--- config.mk ---
export PLATFORM = sky130hd
export DESIGN_NAME = binary_conv_engine_flat
export DESIGN_NICKNAME = d
export VERILOG_FILES = /design/src/rtl/binary_conv_engine_if.sv /design/src/rtl/binary_conv_engine.sv /design/src/flat_wrapper.sv
export SDC_FILE = /design/constraint.sdc
export NUM_CORES = 1
export LEC_CHECK = 0
export CORE_AREA = 3 3 164 166
export DETAILED_ROUTE_END_ITERATION = 8
export DIE_AREA = 0 0 167 169
export PLACE_DENSITY = 0.71
export REMOVE_ABC_BUFFERS = 1
export SYNTH_ARGS = -nofsm -noshare
export SYNTH_HDL_FRONTEND = slang
export SYNTH_SLANG_ARGS = --single-unit
--- constraint.sdc ---
create_clock -name clk -period 11.3 [get_ports clk]
set_input_delay 2.825 -clock clk [delete_from_list [all_inputs] [get_ports clk]]
set_output_delay 2.825 -clock clk [all_outputs]
set_load 0.01 [all_outputs]
--- src/rtl/binary_conv_engine_if.sv ---
// -----------------------------------------------------------------------------
// binary_conv_engine_if
//   Bundles the control handshake and the three SRAM ports of
//   binary_conv_engine.
//   master : engine side (drives addresses, write strobe/data, busy, err)
//   slave  : environment side (drives run and both SRAM read data buses)
//   dut_run / dut_busy / dut_err                    : start pulse and status
//   dut_sram_read_address / sram_dut_read_data      : input image SRAM
//   dut_sram_write_address/_data/_enable            : output SRAM
//   dut_wmem_read_address / wmem_dut_read_data      : weight SRAM
// -----------------------------------------------------------------------------
interface binary_conv_engine_if #(
    parameter int DATA_W = 16,
    parameter int ADDR_W = 12
);
    logic              dut_run;
    logic              dut_busy;
    logic              dut_err;
    logic [ADDR_W-1:0] dut_sram_read_address;
    logic [DATA_W-1:0] sram_dut_read_data;
    logic [ADDR_W-1:0] dut_sram_write_address;
    logic [DATA_W-1:0] dut_sram_write_data;
    logic              dut_sram_write_enable;
    logic [ADDR_W-1:0] dut_wmem_read_address;
    logic [15:0]       wmem_dut_read_data;

    modport master (
        input  dut_run,
        output dut_busy,
        output dut_err,
        output dut_sram_read_address,
        input  sram_dut_read_data,
        output dut_sram_write_address,
        output dut_sram_write_data,
        output dut_sram_write_enable,
        output dut_wmem_read_address,
        input  wmem_dut_read_data
    );

    modport slave (
        output dut_run,
        input  dut_busy,
        input  dut_err,
        input  dut_sram_read_address,
        output sram_dut_read_data,
        input  dut_sram_write_address,
        input  dut_sram_write_data,
        input  dut_sram_write_enable,
        input  dut_wmem_read_address,
        output wmem_dut_read_data
    );
endinterface

--- src/rtl/binary_conv_engine.sv ---
// -----------------------------------------------------------------------------
// binary_conv_engine
//   Binary 3x3 convolution over a stream of square bit images. On dut_run the
//   kernel count and K kernels/thresholds are loaded from the weight SRAM, then
//   images are read from the input SRAM until a terminator word. Each output
//   pixel is 1 when popcount(XNOR(kernel, window)) >= threshold; every output
//   row is written as K consecutive words (kernel 0 first).
//   clk   : clock
//   reset : synchronous, active-high
//   bus   : binary_conv_engine_if.master (handshake + input/output/weight SRAM)
// -----------------------------------------------------------------------------
module binary_conv_engine #(
    parameter int DATA_W = 16,
    parameter int ADDR_W = 12,
    parameter int MAX_K  = 4
) (
    input  logic                 clk,
    input  logic                 reset,
    binary_conv_engine_if.master bus
);
    localparam int                DIM_W = $clog2(DATA_W + 1);
    localparam logic [DATA_W-1:0] TERM  = DATA_W'(16'hFFFF);

    typedef enum logic [2:0] {S_IDLE, S_LOAD_W, S_DIM, S_FILL, S_COMPUTE} state_t;
    state_t state, state_nxt;

    logic [ADDR_W-1:0] rd_addr, w_addr, wr_ptr, wr_addr;
    logic [DATA_W-1:0] wr_data;
    logic              wr_en, busy, err;
    logic              rd_vld;     // input data bus holds mem[rd_addr]
    logic              ld_vld;     // weight data bus holds word ld_idx
    logic [3:0]        ld_idx, k_cnt, kidx;
    logic [DIM_W-1:0]  n_dim, rows_left;
    logic [1:0]        fill_cnt, fill_need;
    logic [DATA_W-1:0] win0, win1, win2;   // win0 = top row of the window
    logic [8:0]        kern [MAX_K];
    logic [3:0]        thr  [MAX_K];

    logic [DATA_W-1:0] rdata;
    logic [15:0]       wdata;
    logic              k_bad, dim_term, dim_bad, last_kern, last_row, fill_done;
    logic              unused_bits;

    assign rdata       = bus.sram_dut_read_data;
    assign wdata       = bus.wmem_dut_read_data;
    assign unused_bits = ^wdata[15:13];
    assign k_bad       = (wdata[3:0] == 4'd0) || (int'(wdata[3:0]) > MAX_K);
    assign dim_term    = (rdata == TERM);
    assign dim_bad     = (rdata < DATA_W'(3)) || (rdata > DATA_W'(DATA_W));
    assign last_kern   = (kidx == k_cnt - 4'd1);
    assign last_row    = (rows_left == DIM_W'(1));
    assign fill_done   = rd_vld && (fill_cnt == fill_need - 2'd1);

    // NOTE: sequential state uses <= so every flop samples pre-edge values;
    // blocking = is reserved for the combinational processes.
    always_ff @(posedge clk) begin
        if (reset) state <= S_IDLE;
        else       state <= state_nxt;
    end

    // NOTE: next state defaults to the current state before the case, so no
    // path leaves it unassigned and no latch is inferred.
    always_comb begin
        state_nxt = state;
        case (state)
            S_IDLE:    if (bus.dut_run) state_nxt = S_LOAD_W;
            S_LOAD_W:  if (ld_vld) begin
                           if (ld_idx == 4'd0) begin
                               if (k_bad) state_nxt = S_IDLE;
                           end else if (ld_idx == k_cnt) begin
                               state_nxt = S_DIM;
                           end
                       end
            S_DIM:     if (rd_vld) state_nxt = (dim_term || dim_bad) ? S_IDLE : S_FILL;
            S_FILL:    if (fill_done) state_nxt = S_COMPUTE;
            S_COMPUTE: if (last_kern) state_nxt = last_row ? S_DIM : S_FILL;
            default:   state_nxt = S_IDLE;
        endcase
    end

    // One output word for kernel kidx over the current 3-row window.
    logic [8:0]        sel_kern, win_bits, match;
    logic [3:0]        sel_thr, ones;
    logic [DATA_W-1:0] conv_word;

    always_comb begin
        sel_kern  = '0;
        sel_thr   = '0;
        win_bits  = '0;
        match     = '0;
        ones      = '0;
        conv_word = '0;
        for (int i = 0; i < MAX_K; i++) begin
            if (int'(kidx) == i) begin
                sel_kern = kern[i];
                sel_thr  = thr[i];
            end
        end
        for (int c = 0; c < DATA_W - 2; c++) begin
            win_bits = {win2[c+2], win2[c+1], win2[c],
                        win1[c+2], win1[c+1], win1[c],
                        win0[c+2], win0[c+1], win0[c]};
            match = ~(win_bits ^ sel_kern);
            ones  = '0;
            for (int b = 0; b < 9; b++) ones = ones + 4'(match[b]);
            conv_word[c] = (ones >= sel_thr) && (c < int'(n_dim) - 2);
        end
    end

    always_ff @(posedge clk) begin
        if (reset) begin
            rd_addr   <= '0;
            w_addr    <= '0;
            wr_ptr    <= '0;
            wr_addr   <= '0;
            wr_data   <= '0;
            wr_en     <= 1'b0;
            busy      <= 1'b0;
            err       <= 1'b0;
            rd_vld    <= 1'b0;
            ld_vld    <= 1'b0;
            ld_idx    <= '0;
            k_cnt     <= '0;
            kidx      <= '0;
            n_dim     <= '0;
            rows_left <= '0;
            fill_cnt  <= '0;
            fill_need <= '0;
        end else begin
            wr_en  <= 1'b0;
            rd_vld <= 1'b1;   // cleared below whenever rd_addr moves
            case (state)
                S_IDLE: if (bus.dut_run) begin
                    busy    <= 1'b1;
                    err     <= 1'b0;
                    w_addr  <= '0;
                    rd_addr <= '0;
                    rd_vld  <= 1'b0;
                    ld_vld  <= 1'b0;
                    ld_idx  <= '0;
                    kidx    <= '0;
                    wr_ptr  <= '0;
                end
                S_LOAD_W: begin
                    // Weight reads stream one per cycle; data trails by one.
                    w_addr <= w_addr + ADDR_W'(1);
                    ld_vld <= 1'b1;
                    if (ld_vld) begin
                        ld_idx <= ld_idx + 4'd1;
                        if (ld_idx == 4'd0) begin
                            k_cnt <= wdata[3:0];
                            if (k_bad) begin
                                err  <= 1'b1;
                                busy <= 1'b0;
                            end
                        end
                    end
                end
                S_DIM: if (rd_vld) begin
                    if (dim_term) begin
                        busy <= 1'b0;
                    end else if (dim_bad) begin
                        err  <= 1'b1;
                        busy <= 1'b0;
                    end else begin
                        n_dim     <= DIM_W'(rdata);
                        rows_left <= DIM_W'(rdata) - DIM_W'(2);
                        rd_addr   <= rd_addr + ADDR_W'(1);
                        rd_vld    <= 1'b0;
                        fill_cnt  <= '0;
                        fill_need <= 2'd3;
                    end
                end
                S_FILL: if (rd_vld) begin
                    rd_addr  <= rd_addr + ADDR_W'(1);
                    rd_vld   <= 1'b0;
                    fill_cnt <= fill_cnt + 2'd1;
                end
                S_COMPUTE: begin
                    wr_en   <= 1'b1;
                    wr_data <= conv_word;
                    wr_addr <= wr_ptr;
                    wr_ptr  <= wr_ptr + ADDR_W'(1);
                    if (last_kern) begin
                        kidx      <= '0;
                        rows_left <= rows_left - DIM_W'(1);
                        fill_cnt  <= '0;
                        fill_need <= 2'd1;   // slide the window by one row
                    end else begin
                        kidx <= kidx + 4'd1;
                    end
                end
                default: ;
            endcase
        end
    end

    // NOTE: window rows and kernel storage carry no reset; they are always
    // written before being read, so reset would only add fan-out.
    always_ff @(posedge clk) begin
        if (state == S_FILL && rd_vld) begin
            win0 <= win1;
            win1 <= win2;
            win2 <= rdata;
        end
        if (state == S_LOAD_W && ld_vld) begin
            for (int i = 0; i < MAX_K; i++) begin
                if (int'(ld_idx) == i + 1) begin
                    kern[i] <= wdata[8:0];
                    thr[i]  <= wdata[12:9];
                end
            end
        end
    end

    assign bus.dut_busy               = busy;
    assign bus.dut_err                = err;
    assign bus.dut_sram_read_address  = rd_addr;
    assign bus.dut_sram_write_address = wr_addr;
    assign bus.dut_sram_write_data    = wr_data;
    assign bus.dut_sram_write_enable  = wr_en;
    assign bus.dut_wmem_read_address  = w_addr;
endmodule

--- src/flat_wrapper.sv ---
// flat-port wrapper written by rule: the top's interface ports become plain ports
module binary_conv_engine_flat 
#(
    parameter int DATA_W = 16,
    parameter int ADDR_W = 12,
    parameter int MAX_K  = 4
)
  (clk, reset, bus_dut_run, bus_dut_busy, bus_dut_err, bus_dut_sram_read_address, bus_sram_dut_read_data, bus_dut_sram_write_address, bus_dut_sram_write_data, bus_dut_sram_write_enable, bus_dut_wmem_read_address, bus_wmem_dut_read_data);
  binary_conv_engine_if #(.DATA_W(DATA_W), .ADDR_W(ADDR_W)) bus_i ();
  input  logic clk;
  input  logic reset;
  input wire logic [$bits(bus_i.dut_run)-1:0] bus_dut_run;
  output wire logic [$bits(bus_i.dut_busy)-1:0] bus_dut_busy;
  output wire logic [$bits(bus_i.dut_err)-1:0] bus_dut_err;
  output wire logic [$bits(bus_i.dut_sram_read_address)-1:0] bus_dut_sram_read_address;
  input wire logic [$bits(bus_i.sram_dut_read_data)-1:0] bus_sram_dut_read_data;
  output wire logic [$bits(bus_i.dut_sram_write_address)-1:0] bus_dut_sram_write_address;
  output wire logic [$bits(bus_i.dut_sram_write_data)-1:0] bus_dut_sram_write_data;
  output wire logic [$bits(bus_i.dut_sram_write_enable)-1:0] bus_dut_sram_write_enable;
  output wire logic [$bits(bus_i.dut_wmem_read_address)-1:0] bus_dut_wmem_read_address;
  input wire logic [$bits(bus_i.wmem_dut_read_data)-1:0] bus_wmem_dut_read_data;
  assign bus_i.dut_run = bus_dut_run;
  assign bus_dut_busy = bus_i.dut_busy;
  assign bus_dut_err = bus_i.dut_err;
  assign bus_dut_sram_read_address = bus_i.dut_sram_read_address;
  assign bus_i.sram_dut_read_data = bus_sram_dut_read_data;
  assign bus_dut_sram_write_address = bus_i.dut_sram_write_address;
  assign bus_dut_sram_write_data = bus_i.dut_sram_write_data;
  assign bus_dut_sram_write_enable = bus_i.dut_sram_write_enable;
  assign bus_dut_wmem_read_address = bus_i.dut_wmem_read_address;
  assign bus_i.wmem_dut_read_data = bus_wmem_dut_read_data;
  binary_conv_engine #(.DATA_W(DATA_W), .ADDR_W(ADDR_W), .MAX_K(MAX_K)) u_core (.clk(clk), .reset(reset), .bus(bus_i));
endmodule
---- Yosys cells after proc, flatten, opt, wreduce, memory -nomap -nowiden ----
Memory sizes are Yosys's and may differ from the RTL's.
Cells that the tools add are included.
word-level totals
  memory bits (writable) .................. 52
  output and inout port bits .............. 55
  word-level logic and storage cells ...... 386
  bits of input ports ..................... 35
  flip-flop bits (word level) ............. 144
  memories ................................ 2
cells by class
  reduce and logical (&&, ||, !) cells .... 47
  add/subtract/negate cells ............... 123
  bitwise logic cells ..................... 30
  $lt $le $gt $ge ......................... 31
  muxes and demuxes ....................... 102
  equality and inequality tests ........... 30
memory list
  name         words  width  read ports  clocked after memory_dff  write ports  RTL line                  source
  u_core.kern  4      9      4           0                         1            binary_conv_engine.sv:36  logic [8:0] kern [MAX_K];
  u_core.thr   4      4      4           0                         1            binary_conv_engine.sv:37  logic [3:0] thr [MAX_K];
operator list
  operator                                                              number
  4-bit by 1-bit adder with 4-bit output                                98
  5-bit by 32-bit < comparator with 1-bit output, first input constant  6
  4-bit by 32-bit < comparator with 1-bit output, first input constant  4
  9-bit NOT                                                             14
  9-bit XOR                                                             14
  3-bit by 32-bit < comparator with 1-bit output, first input constant  2
  9-bit two-way mux                                                     7
  12-bit two-way mux                                                    5
  4-bit >= comparator                                                   14
  12-bit one-hot mux with 2 select lines                                2
  4-bit two-way mux                                                     10
  1-bit two-way mux                                                     39
  12-bit by 1-bit adder with 12-bit output, second input constant       3
  12-bit one-hot mux with 3 select lines                                1
  1-bit by 32-bit < comparator with 1-bit output, first input constant  1
  2-bit by 32-bit < comparator with 1-bit output, first input constant  1
  2-bit two-way mux                                                     16
  1-bit by 1-bit adder with 2-bit output                                14
  9-bit OR reduction                                                    3
  3-bit two-way mux                                                     8
  5-bit two-way mux                                                     4
  1-bit logical AND                                                     17
  16-bit == test, second input constant                                 1
  4-bit by 3-bit == test with 1-bit output, second input constant       4
  43 further kinds                                                      75

---- Longest topological paths before layout ----
Gate-level depths: netlist (run 1).
  depth in word-level cells ............... 17
  gate-level depth with buffers ........... 25
  mapped depth without buffers ............ 22

---- Least setup slack after synthesis (run 1) ----
No wires, ideal clock.
  path kind ............................... reg2reg
  start point ............................. register u_core.kidx[0]
  end point ............................... register u_core.wr_data[4] (netlist: u_core.bus.dut_sram_write_data[4])
  cell stages (with the launch flop) ...... 24
  required time ........................... 11.184 ns
  slack ................................... 5.833 ns
  period minus slack after synthesis ...... 5.467 ns
  arrival time ............................ 5.351 ns
  path buffers ............................ 4
  cell sequence ........................... dfxtp_1 inv_1 ha_1 buf_2 clkbuf_1 a21oi_1 a22oi_1 nand2b_1 buf_2 buf_2 xor2_1 ha_1 inv_1 fa_1 fa_1 inv_1 fa_1 ha_1 fa_1 ha_1 a21o_1 a21o_1 a21o_1 a31o_2
between the ends
  word-level cells in the longest chain between the ends .. 17
ends and longest elaborated chain
  what                                                  RTL line                   source
  from (decl)                                           binary_conv_engine.sv:32   logic [3:0] ld_idx, k_cnt, kidx;
  from (signal assigned)                                binary_conv_engine.sv:190  kidx <= kidx + 4'd1;
  4-bit logical NOT                                     binary_conv_engine.sv:94   if (int'(kidx) == i) begin
  9-bit two-way mux (4 in series)                       binary_conv_engine.sv:94
  9-bit XOR                                             binary_conv_engine.sv:103  match = ~(win_bits ^ sel_kern);
  9-bit NOT                                             binary_conv_engine.sv:103
  1-bit by 1-bit adder with 2-bit output                binary_conv_engine.sv:105  for (int b = 0; b < 9; b++) ones = ones + 4'(match[b]);
  4-bit by 1-bit adder with 4-bit output (7 in series)  binary_conv_engine.sv:105
  4-bit >= comparator (*)                               binary_conv_engine.sv:106  conv_word[c] = (ones >= sel_thr) && (c < int'(n_dim) - 2);
  1-bit logical AND (*)                                 binary_conv_engine.sv:106
  to (signal assigned)                                  binary_conv_engine.sv:181  wr_data <= conv_word;
  to (decl)                                             binary_conv_engine.sv:28   logic [DATA_W-1:0] wr_data;
Mark *: on every way between the ends. The rest lies on a longest branch, timed or not.
A chain may end at the register's enable or synchronous reset.

---- Worst setup path in the final report (run 1) ----
  start point ............................. register u_core.kidx[0]
  end point ............................... register u_core.wr_data[0] (netlist: u_core.bus.dut_sram_write_data[0])
Same word-level chain as after synthesis.

==> out/qor_table.md, run 1 <==
| Step | Parameter | Reported |
|---|---|---|
| final layout | Antenna diode count | 0 |
| floorplan | Number of rows created at floorplan | 59 |
| final layout | Net count, final | 1708 |
| timing | Slew HR | 18.7% |
| grt | GRT overflow | 0 |
| detailed routing | Detailed Route WL | 31800 um |
| critical path | Crit path depth | 19 |
| floorplan | Die footprint | 28200 um2 |
| synthesis | Average instance area after synthesis | 10.1 um2 |
| floorplan | Placeable Area | 25800 um2 |
| clocking | Resized cells post-CTS | 0 |
| critical path | Type of the worst setup path | flop to flop |
| grt | Wire length of the first global-routing pass | 52000 um |
| min path | Depth of the worst hold-timing path | 2 |
| grt | Total global-route track usage | 22.8% |
| synthesis | Synth warnings | 0 |
| critical path | Cell-by-cell listing of the critical path | inv_1, ha_1, a21oi_1, a22oi_1, nand2b_1, xor2_1, ha_1, inv_1, fa_1, fa_1, inv_1, fa_1, ha_1, fa_1, ha_1, a21o_1, a211o_1, o211ai_1, o21ai_0 |
| timing | Time the final worst path needs with I/O delays and setup | 6.54 ns |
| clocking | Max Root-Sink Buffers | 2 |
| grt | Gr busiest metal | met2 |
| pwr | Leak pwr | 6.26 nW |
| min path | Hold/Removal Path Class | flop to flop |
| grt | Met1 global-route usage | 29.7% |
| min path | HP Start | u_core.bus.dut_sram_write_address[4] |
| clocking | H-Tree Level Count | 4 |
| pwr | Largest vdd supply drop | 0.0922 mV |
| clocking | Clock Latency Late Sink | 0.44 ns |
| clocking | Library cell used as clock root buffer | sky130_fd_sc_hd__clkbuf_16 |
| grt | Pin count of the biggest net entering global routing | 75 |
| timing | Tcrit/Tclk final | 57.8% |
| synthesis | Synth Cell Area | 14000 um2 |
| floorplan | Top-level port count | 90 |
| synthesis | Count of flip-flops with a built-in enable after synthesis | 100 |
| timing | Clk_skew | 0.0151 ns |
| critical path | Worst Reg-to-Reg Cells | 19 |
| pwr | Pwr dens | 91.4 nW/um2 |
| final layout | Fraction of final layout cells sized beyond drive strength 1 | 5.00% |
| detailed routing | Drt wl/cell | 17.7 um |
| critical path | Dominant delay contributor by cell family on the critical path | adder cells |
| floorplan | Die width | 167 um |
| floorplan | Die boundary height | 169 um |
| synthesis | Dominant cell by count in the synthesized netlist | sky130_fd_sc_hd__ha_1 |
| synthesis | Number of cells produced by synthesis | 1393 |
| clocking | # clock sinks | 196 |
| critical path | Origin of the critical flop-to-flop path | u_core.kidx[0] |
| critical path | Critical-path top delay cell | sky130_fd_sc_hd__nand2b_1 |
| final layout | Number of inserted filler cells in the final layout | 2136 |
| critical path | First element of the critical path | u_core.kidx[0] |
| flow run | Max_cap viols | 0 |
| status | Status | completed |
| detailed routing | DRC viols | 0 |
| synthesis | Synth Register Bits | 196 |
| clocking | TritonCTS buffer count | 17 |
| final layout | Signed area change from the synthesized netlist to the final layout | 12.0% |
| final layout | Final Core Density | 60.9% |
| clocking | CTS tree | built |
| final layout | Area occupied by multi-input gates | 8270 um2 |
| critical path | Reg-to-reg setup timing slack | 4.76 ns |
| synthesis | Dominant register cell in the synthesized netlist | sky130_fd_sc_hd__edfxtp_1 |
| timing | Worst slew pin tran | 1.22 ns |
| timing | Maximum operating frequency | 0.153 GHz |
| detailed routing | Average vias per placed instance | 5.70 |
| timing | Setup Viol. Count Final | 0 |
| critical path | CP startpoint kind | flop |
| critical path | Crit path arrival time | 6.84 ns |
| critical path | Buffer and inverter count on the worst path | 3 |
| grt | Antenna violations before repair | 0 |
| critical path | CP max FO | 26 |
| synthesis | Commonest cells in the netlist | 156 x sky130_fd_sc_hd__ha_1, 135 x sky130_fd_sc_hd__inv_1, 111 x sky130_fd_sc_hd__a21oi_1 |
| synthesis | Area share of the leading cell type in the synthesized netlist | 21.4% |
| detailed routing | Post-route ant nets | 0 |
| critical path | Required time of the critical path | 11.61 ns |
| floorplan | Starting Density | 54.4% |
| grt | Global-route met2 utilization | 39.2% |
| synthesis | Largest cells by area after synthesis | sky130_fd_sc_hd__edfxtp_1 21%, sky130_fd_sc_hd__ha_1 14%, sky130_fd_sc_hd__dfxtp_1 14%, sky130_fd_sc_hd__fa_1 10%, sky130_fd_sc_hd__xnor2_1 4.9% |
| synthesis | Number of distinct library cells after synthesis | 73 |
| timing | Setup TNS after final layout | 0 ns |
| synthesis | Portion of the post-synthesis area used by sequential elements | 35.2% |
| clocking | Setup Buffers After CTS | 0 |
| synthesis | Synth area leader | sky130_fd_sc_hd__edfxtp_1 |
| critical path | Type of destination of the critical path | flop |
| timing | Count of final max-slew check failures | 0 |
| clocking | Hold buffer count at CTS | 0 |
| detailed routing | Number of DRC markers in iteration 0 | 702 |
| detailed routing | Detailed Routing Iterations Pass 1 | 5 |
| timing | Hold slack | 0.456 ns |
| timing | Unrepaired setup endpoints after global routing | false |
| synthesis | Share of flip-flops with an asynchronous set or reset | 0% |
| final layout | Register area | 4920 um2 |
| grt | Global-route track usage on met3 | 3.81% |
| clocking | CTS clk-pin slew, worst paths | 0.08 ns |
| grt | Vias in the first global route | 10100 |
| critical path | Biggest cell delay along the critical path | 0.83 ns |
| detailed routing | Vias | 10200 |
| placement | Number of port buffers | 84 |
| timing | Number of hold violations in the final report | 0 |
| placement | Post-DP HPWL | 22500 um |
| placement | RePlAce Congestion | 0.866 |
[path summary, 6_finish.rpt]
check,end
setup / recovery,u_core.bus.dut_sram_write_data[0]
setup reg to reg,u_core.bus.dut_sram_write_data[0]
hold reg to reg,u_core.bus.dut_sram_write_address[4]
hold / removal,u_core.bus.dut_sram_write_address[4]
[logic make-up after synthesis]
kind of cell             share of synthesized area, %
AND/OR/NAND/NOR                                  12.0
flip-flops                                       35.2
XOR/XNOR                                         9.66
adder cells (fa/ha/maj)                          23.9
other                                          0.0268
multiplexers                                    0.688
AO/OA/AOI/OAI                                    12.6
buffers and inverters                            5.88
[per-stage QoR]
step | std cells | area [um2] | setup WS [ns] | total power (W)
finish | 1795 | 15700 | 4.76 | 0.00143
detailed placement | 1763 | 15100 | 4.76 | 0.000837
floorplan | 1328 | 13700 | 5.71 | 0.000800
CTS | 1795 | 15700 | 4.72 | 0.00144
global route | 1795 | 15700 | 4.34 | 0.00148
global placement | 1763 | 15100 | 4.83 | 0.000836
[metal layers]
layer	routed length, um	part of all wire [%]	up-vias
li1	-	-	4902
met1	13600	43	4943
met2	15500	49	316
met3	1760	5.5	63
met4	871	2.7	0
met5	0	0	-
[state kept, by name (all words and copies together), names as in the netlist, 14 cells and up]
signal and flops:
u_core.thr 16, u_core.win0 16, u_core.bus.dut_sram_write_data 14, u_core.win2 16, u_core.kern 36, u_core.win1 16
[cell type report]
type / count / share of cell area (%)
well taps: 335 / 2.67
multi-input cells: 996 / 52.7
clock inverters: 15 / 1.19
inverters: 136 / 3.25
clock buffers: 17 / 2.71
repair buffers: 100 / 6.09
flip-flops and latches: 196 / 31.4
[placed cells by master (no fill, tap or decap), types with 17 or more instances in the layout]
cell type and count:
sky130_fd_sc_hd__xor2_1 73, sky130_fd_sc_hd__edfxtp_1 100, sky130_fd_sc_hd__clkdlybuf4s50_1 83, sky130_fd_sc_hd__dfxtp_1 96
sky130_fd_sc_hd__fa_1 70, sky130_fd_sc_hd__a21o_1 17, sky130_fd_sc_hd__ha_1 156, sky130_fd_sc_hd__nand2b_1 25
sky130_fd_sc_hd__nand3_1 34, sky130_fd_sc_hd__o21ai_0 44, sky130_fd_sc_hd__inv_1 135, sky130_fd_sc_hd__nand2_1 102
sky130_fd_sc_hd__nor2_1 59, sky130_fd_sc_hd__clkbuf_16 17, sky130_fd_sc_hd__a21oi_1 111, sky130_fd_sc_hd__xnor2_1 79
[tightest hold or removal path, stage by stage, from the launching register on]
cell                      delay [ns]
sky130_fd_sc_hd__dfxtp_1        0.31
sky130_fd_sc_hd__nand2_1        0.05
sky130_fd_sc_hd__a21oi_1        0.05
[power breakdown]
group          internal [W]  switching, W
sequential         0.000746    0.00000368
combinational     0.0000293     0.0000426
clock              0.000301      0.000313
Note: power is estimated with default switching activity, not from simulation.
==> run 2, diff against run 1 <==
Clock period 11.3 ns to 6.2 ns, I/O delays scaled along.
==> run 2 against run 1 <==
Net effect: combinational power up 85%; clock power up 83%; worst hold slack better by 0.0014 ns; final cell count up 0.33%; non-clock buffer count up 6; critical endpoint is now u_core.bus.dut_sram_write_data[6]; setup slack worse by 4.2 ns; maximum frequency up 16%; critical path type unchanged; die area unchanged; first-iteration DRC count up 9.4%; clock-buffer cell count up 1; register-to-register slack worse by 4.2 ns; via count about the same.
==> out/qor_table.md, run 2 (synthesized netlist as in run 1, its figures left out) <==
| Step | Parameter | Reported | Delta |
|---|---|---|---|
| grt | Total global-route track usage | 22.6% | -0.21 points |
| pwr | Switching share of power | 25.1% | +0.036 points |
| status | Status | completed |  |
| pwr | Pwr dens | 166 nW/um2 | +82% |
| min path | Worst hold path endpoint | u_core.bus.dut_sram_write_address[2] |  |
| timing | Clk_skew | 0.0142 ns | -0.000920 ns |
| timing | Worst slew pin tran | 1.06 ns | -0.159 ns |
| pwr | Sw Pwr | 0.000656 W | +83% |
| critical path | Crit path arrival time | 5.97 ns | -0.87 ns |
| final layout | Number of flip-flops under the largest register name | 36 | unchanged |
| critical path | Dominant delay contributor by cell family on the critical path | adder cells |  |
| pwr | Largest vdd supply drop | 0.132 mV | +43% |
| floorplan | Die footprint | 28200 um2 | unchanged |
| detailed routing | Post-route ant nets | 0 | unchanged |
| grt | Antenna violations before repair | 0 | unchanged |
| critical path | Biggest cell delay along the critical path | 0.56 ns | -0.27 ns |
| critical path | CP startpoint kind | flop |  |
| critical path | Crit path depth | 22 | +3 |
| critical path | Cell-by-cell listing of the critical path | inv_1, ha_1, buf_4, a21oi_1, o21ai_0, a22oi_1, nand2b_1, buf_4, xor2_1, ha_1, inv_1, fa_1, fa_1, inv_1, fa_1, ha_1, fa_1, ha_1, a21o_1, a21o_1, a21o_1, a31o_2 |  |
| final layout | Signed area change from the synthesized netlist to the final layout | 12.3% |  |
| critical path | Reg-to-reg critical path endpoint | u_core.bus.dut_sram_write_data[6] |  |
| pwr | Leak pwr | 6.28 nW | +0.45% |
| detailed routing | Number of DRC markers in iteration 0 | 768 | +9.4% |
| critical path | Origin of the critical flop-to-flop path | u_core.kidx[0] |  |
| clocking | # clock sinks | 196 | unchanged |
| final layout | Final Core Density | 61.1% | +0.15 points |
| clocking | Clock Latency Late Sink | 0.44 ns | about the same |
| critical path | Critical-path top delay cell | sky130_fd_sc_hd__fa_1 |  |
| grt | GRT overflow | 0 | unchanged |
| timing | Maximum operating frequency | 0.177 GHz | +16% |
| timing | Setup Viol. Count Final | 0 | unchanged |
| final layout | Commonest non-fill, non-tap cells in the layout | 156 x sky130_fd_sc_hd__ha_1, 135 x sky130_fd_sc_hd__inv_1, 111 x sky130_fd_sc_hd__a21oi_1 |  |
| timing | Number of hold violations in the final report | 0 | unchanged |
| final layout | Fraction of final layout cells sized beyond drive strength 1 | 5.39% | +0.39 points |
| detailed routing | Average vias per placed instance | 5.67 | -0.38% |
| clocking | Max Root-Sink Buffers | 2 | unchanged |
| detailed routing | DRC viols | 0 | unchanged |
| clocking | Library cell used as clock root buffer | sky130_fd_sc_hd__clkbuf_16 |  |
| critical path | Required time of the critical path | 6.53 ns | -5.08 ns |
| clocking | CTS clk-pin slew, worst paths | 0.08 ns | about the same |
| critical path | Buffer and inverter count on the worst path | 5 | +2 |
| grt | Wire length of the first global-routing pass | 51800 um | -0.41% |
| floorplan | Top-level port count | 90 | unchanged |
| timing | Setup TNS after final layout | 0 ns | unchanged |
| floorplan | Die boundary height | 169 um | unchanged |
| placement | Number of port buffers | 84 | unchanged |
| pwr | Cell Int Power | 0.00196 W | +82% |
| grt | Vias in the first global route | 10200 | +1.1% |
| min path | Depth of the worst hold-timing path | 2 | unchanged |
| final layout | Largest register by flop count | u_core.kern |  |
| pwr | Power share of the sequential group | 52.1% | about the same |
| clocking | Setup Buffers After CTS | 0 | unchanged |
| detailed routing | Vias | 10200 | -0.049% |
| grt | Pin count of the biggest net entering global routing | 66 | -12% |
| timing | Count of final max-slew check failures | 0 | unchanged |
| critical path | Type of the worst setup path | flop to flop |  |
| final layout | Number of inserted filler cells in the final layout | 2138 | +0.094% |
| clocking | CTS tree | built |  |
| clocking | H-Tree Level Count | 4 | unchanged |
| detailed routing | Drt wl/cell | 17.6 um | -0.66% |
| clocking | Resized cells post-CTS | 0 | unchanged |
| placement | Post-DP HPWL | 22600 um | +0.47% |
| timing | Slew HR | 29.3% | +11 points |
| final layout | Commonest non-fill, non-tap cell in the layout | sky130_fd_sc_hd__ha_1 |  |
| min path | HP Start | u_core.bus.dut_sram_write_address[2] |  |
| flow run | Max_cap viols | 0 | unchanged |
| timing | Unrepaired setup endpoints after global routing | false |  |
| pwr | Combinational Power Share | 5.1% | about the same |
| critical path | Reg-to-reg setup timing slack | 0.56 ns | -4.20 ns |
| final layout | Antenna diode count | 0 | unchanged |
| floorplan | Starting Density | 54.4% | unchanged |
| pwr | Share of total power in the clock network | 42.8% | about the same |
| floorplan | Placeable Area | 25800 um2 | unchanged |
| detailed routing | Detailed Route WL | 31700 um | -0.32% |
| timing | Tcrit/Tclk final | 90.9% | +33 points |
| placement | RePlAce Congestion | 0.867 | +0.16% |
| clocking | Hold buffer count at CTS | 0 | unchanged |
| timing | Time the final worst path needs with I/O delays and setup | 5.64 ns | -0.901 ns |
| critical path | Type of destination of the critical path | flop |  |
| min path | Hold/Removal Path Class | flop to flop |  |
| floorplan | Number of rows created at floorplan | 59 | unchanged |
| critical path | CP max FO | 15 | -42% |
| clocking | TritonCTS buffer count | 17 | unchanged |
| floorplan | Die width | 167 um | unchanged |
| detailed routing | Detailed Routing Iterations Pass 1 | 6 | +1 |
| critical path | Worst Reg-to-Reg Cells | 22 | +3 |
| final layout | Net count, final | 1714 | +0.35% |
## run 2: power by group through the flow
| stage | combinational, W | clock (W) | sequential, W |
|---|---|---|---|
| finish | 0.000133 | 0.00112 | 0.00137 |
| global route | 0.000147 | 0.00119 | 0.00137 |
| global placement | 0.000129 | 0 | 0.00140 |
| CTS | 0.000133 | 0.00114 | 0.00137 |
| floorplan | 0.0000629 | 0 | 0.00140 |
| detailed placement | 0.000132 | 0 | 0.00140 |
## run 2: worst max path at each step
stage | slack (ns) | end | startpoint
final | 0.56 | u_core.bus.dut_sram_write_data[6] | u_core.kidx[0]
after global routing | 0.26 | u_core.bus.dut_sram_write_data[10] | u_core.kidx[0]
after CTS | 0.56 | u_core.bus.dut_sram_write_data[2] | u_core.kidx[0]
after detailed placement | 0.56 | u_core.bus.dut_sram_write_data[6] | u_core.kidx[0]
after global placement | 0.66 | u_core.bus.dut_sram_write_data[4] | u_core.kidx[0]
after floorplan | 0.61 | u_core.bus.dut_sram_write_data[4] | u_core.kidx[0]
## run 2: layout make-up
cell class                 count  area (um2)  area share, %
clock inverter                14         175           1.11
multi-input combinational    996        8270           52.6
inverter                     136         510           3.25
timing repair buffer         106        1000           6.36
clock buffer                  18         429           2.73
sequential                   196        4920           31.3
tap                          335         419           2.66
## run 2: tightest hold or removal path, delay by kind of cell (launching register included)
family / cells / cell delay [ns]
compound gates: 1 / 0.05
flops: 1 / 0.31
simple gates: 1 / 0.05
## run 2: layer usage
layer / part of all wire (%) / GRT usage, % / wire, um
met1: 45 / 30.6 / 14400
met2: 49 / 38.9 / 15400
met3: 4.5 / 3.06 / 1420
met4: 1.5 / 5.45 / 483
met5: 0 / 0 / 0
## run 2: per-stage QoR
stage	cell area [um2]	instances	power (W)	hold WS, ns	worst slack (ns)
3_5_place_dp	15100	1769	0.00153	0.448	0.558
6_report	15700	1801	0.00262	0.458	0.564
2_1_floorplan	13700	1328	0.00146	0.437	0.614
4_1_cts	15700	1801	0.00264	0.459	0.564
3_3_place_gp	15100	1769	0.00152	0.441	0.657
5_1_grt	15700	1801	0.00270	0.485	0.260
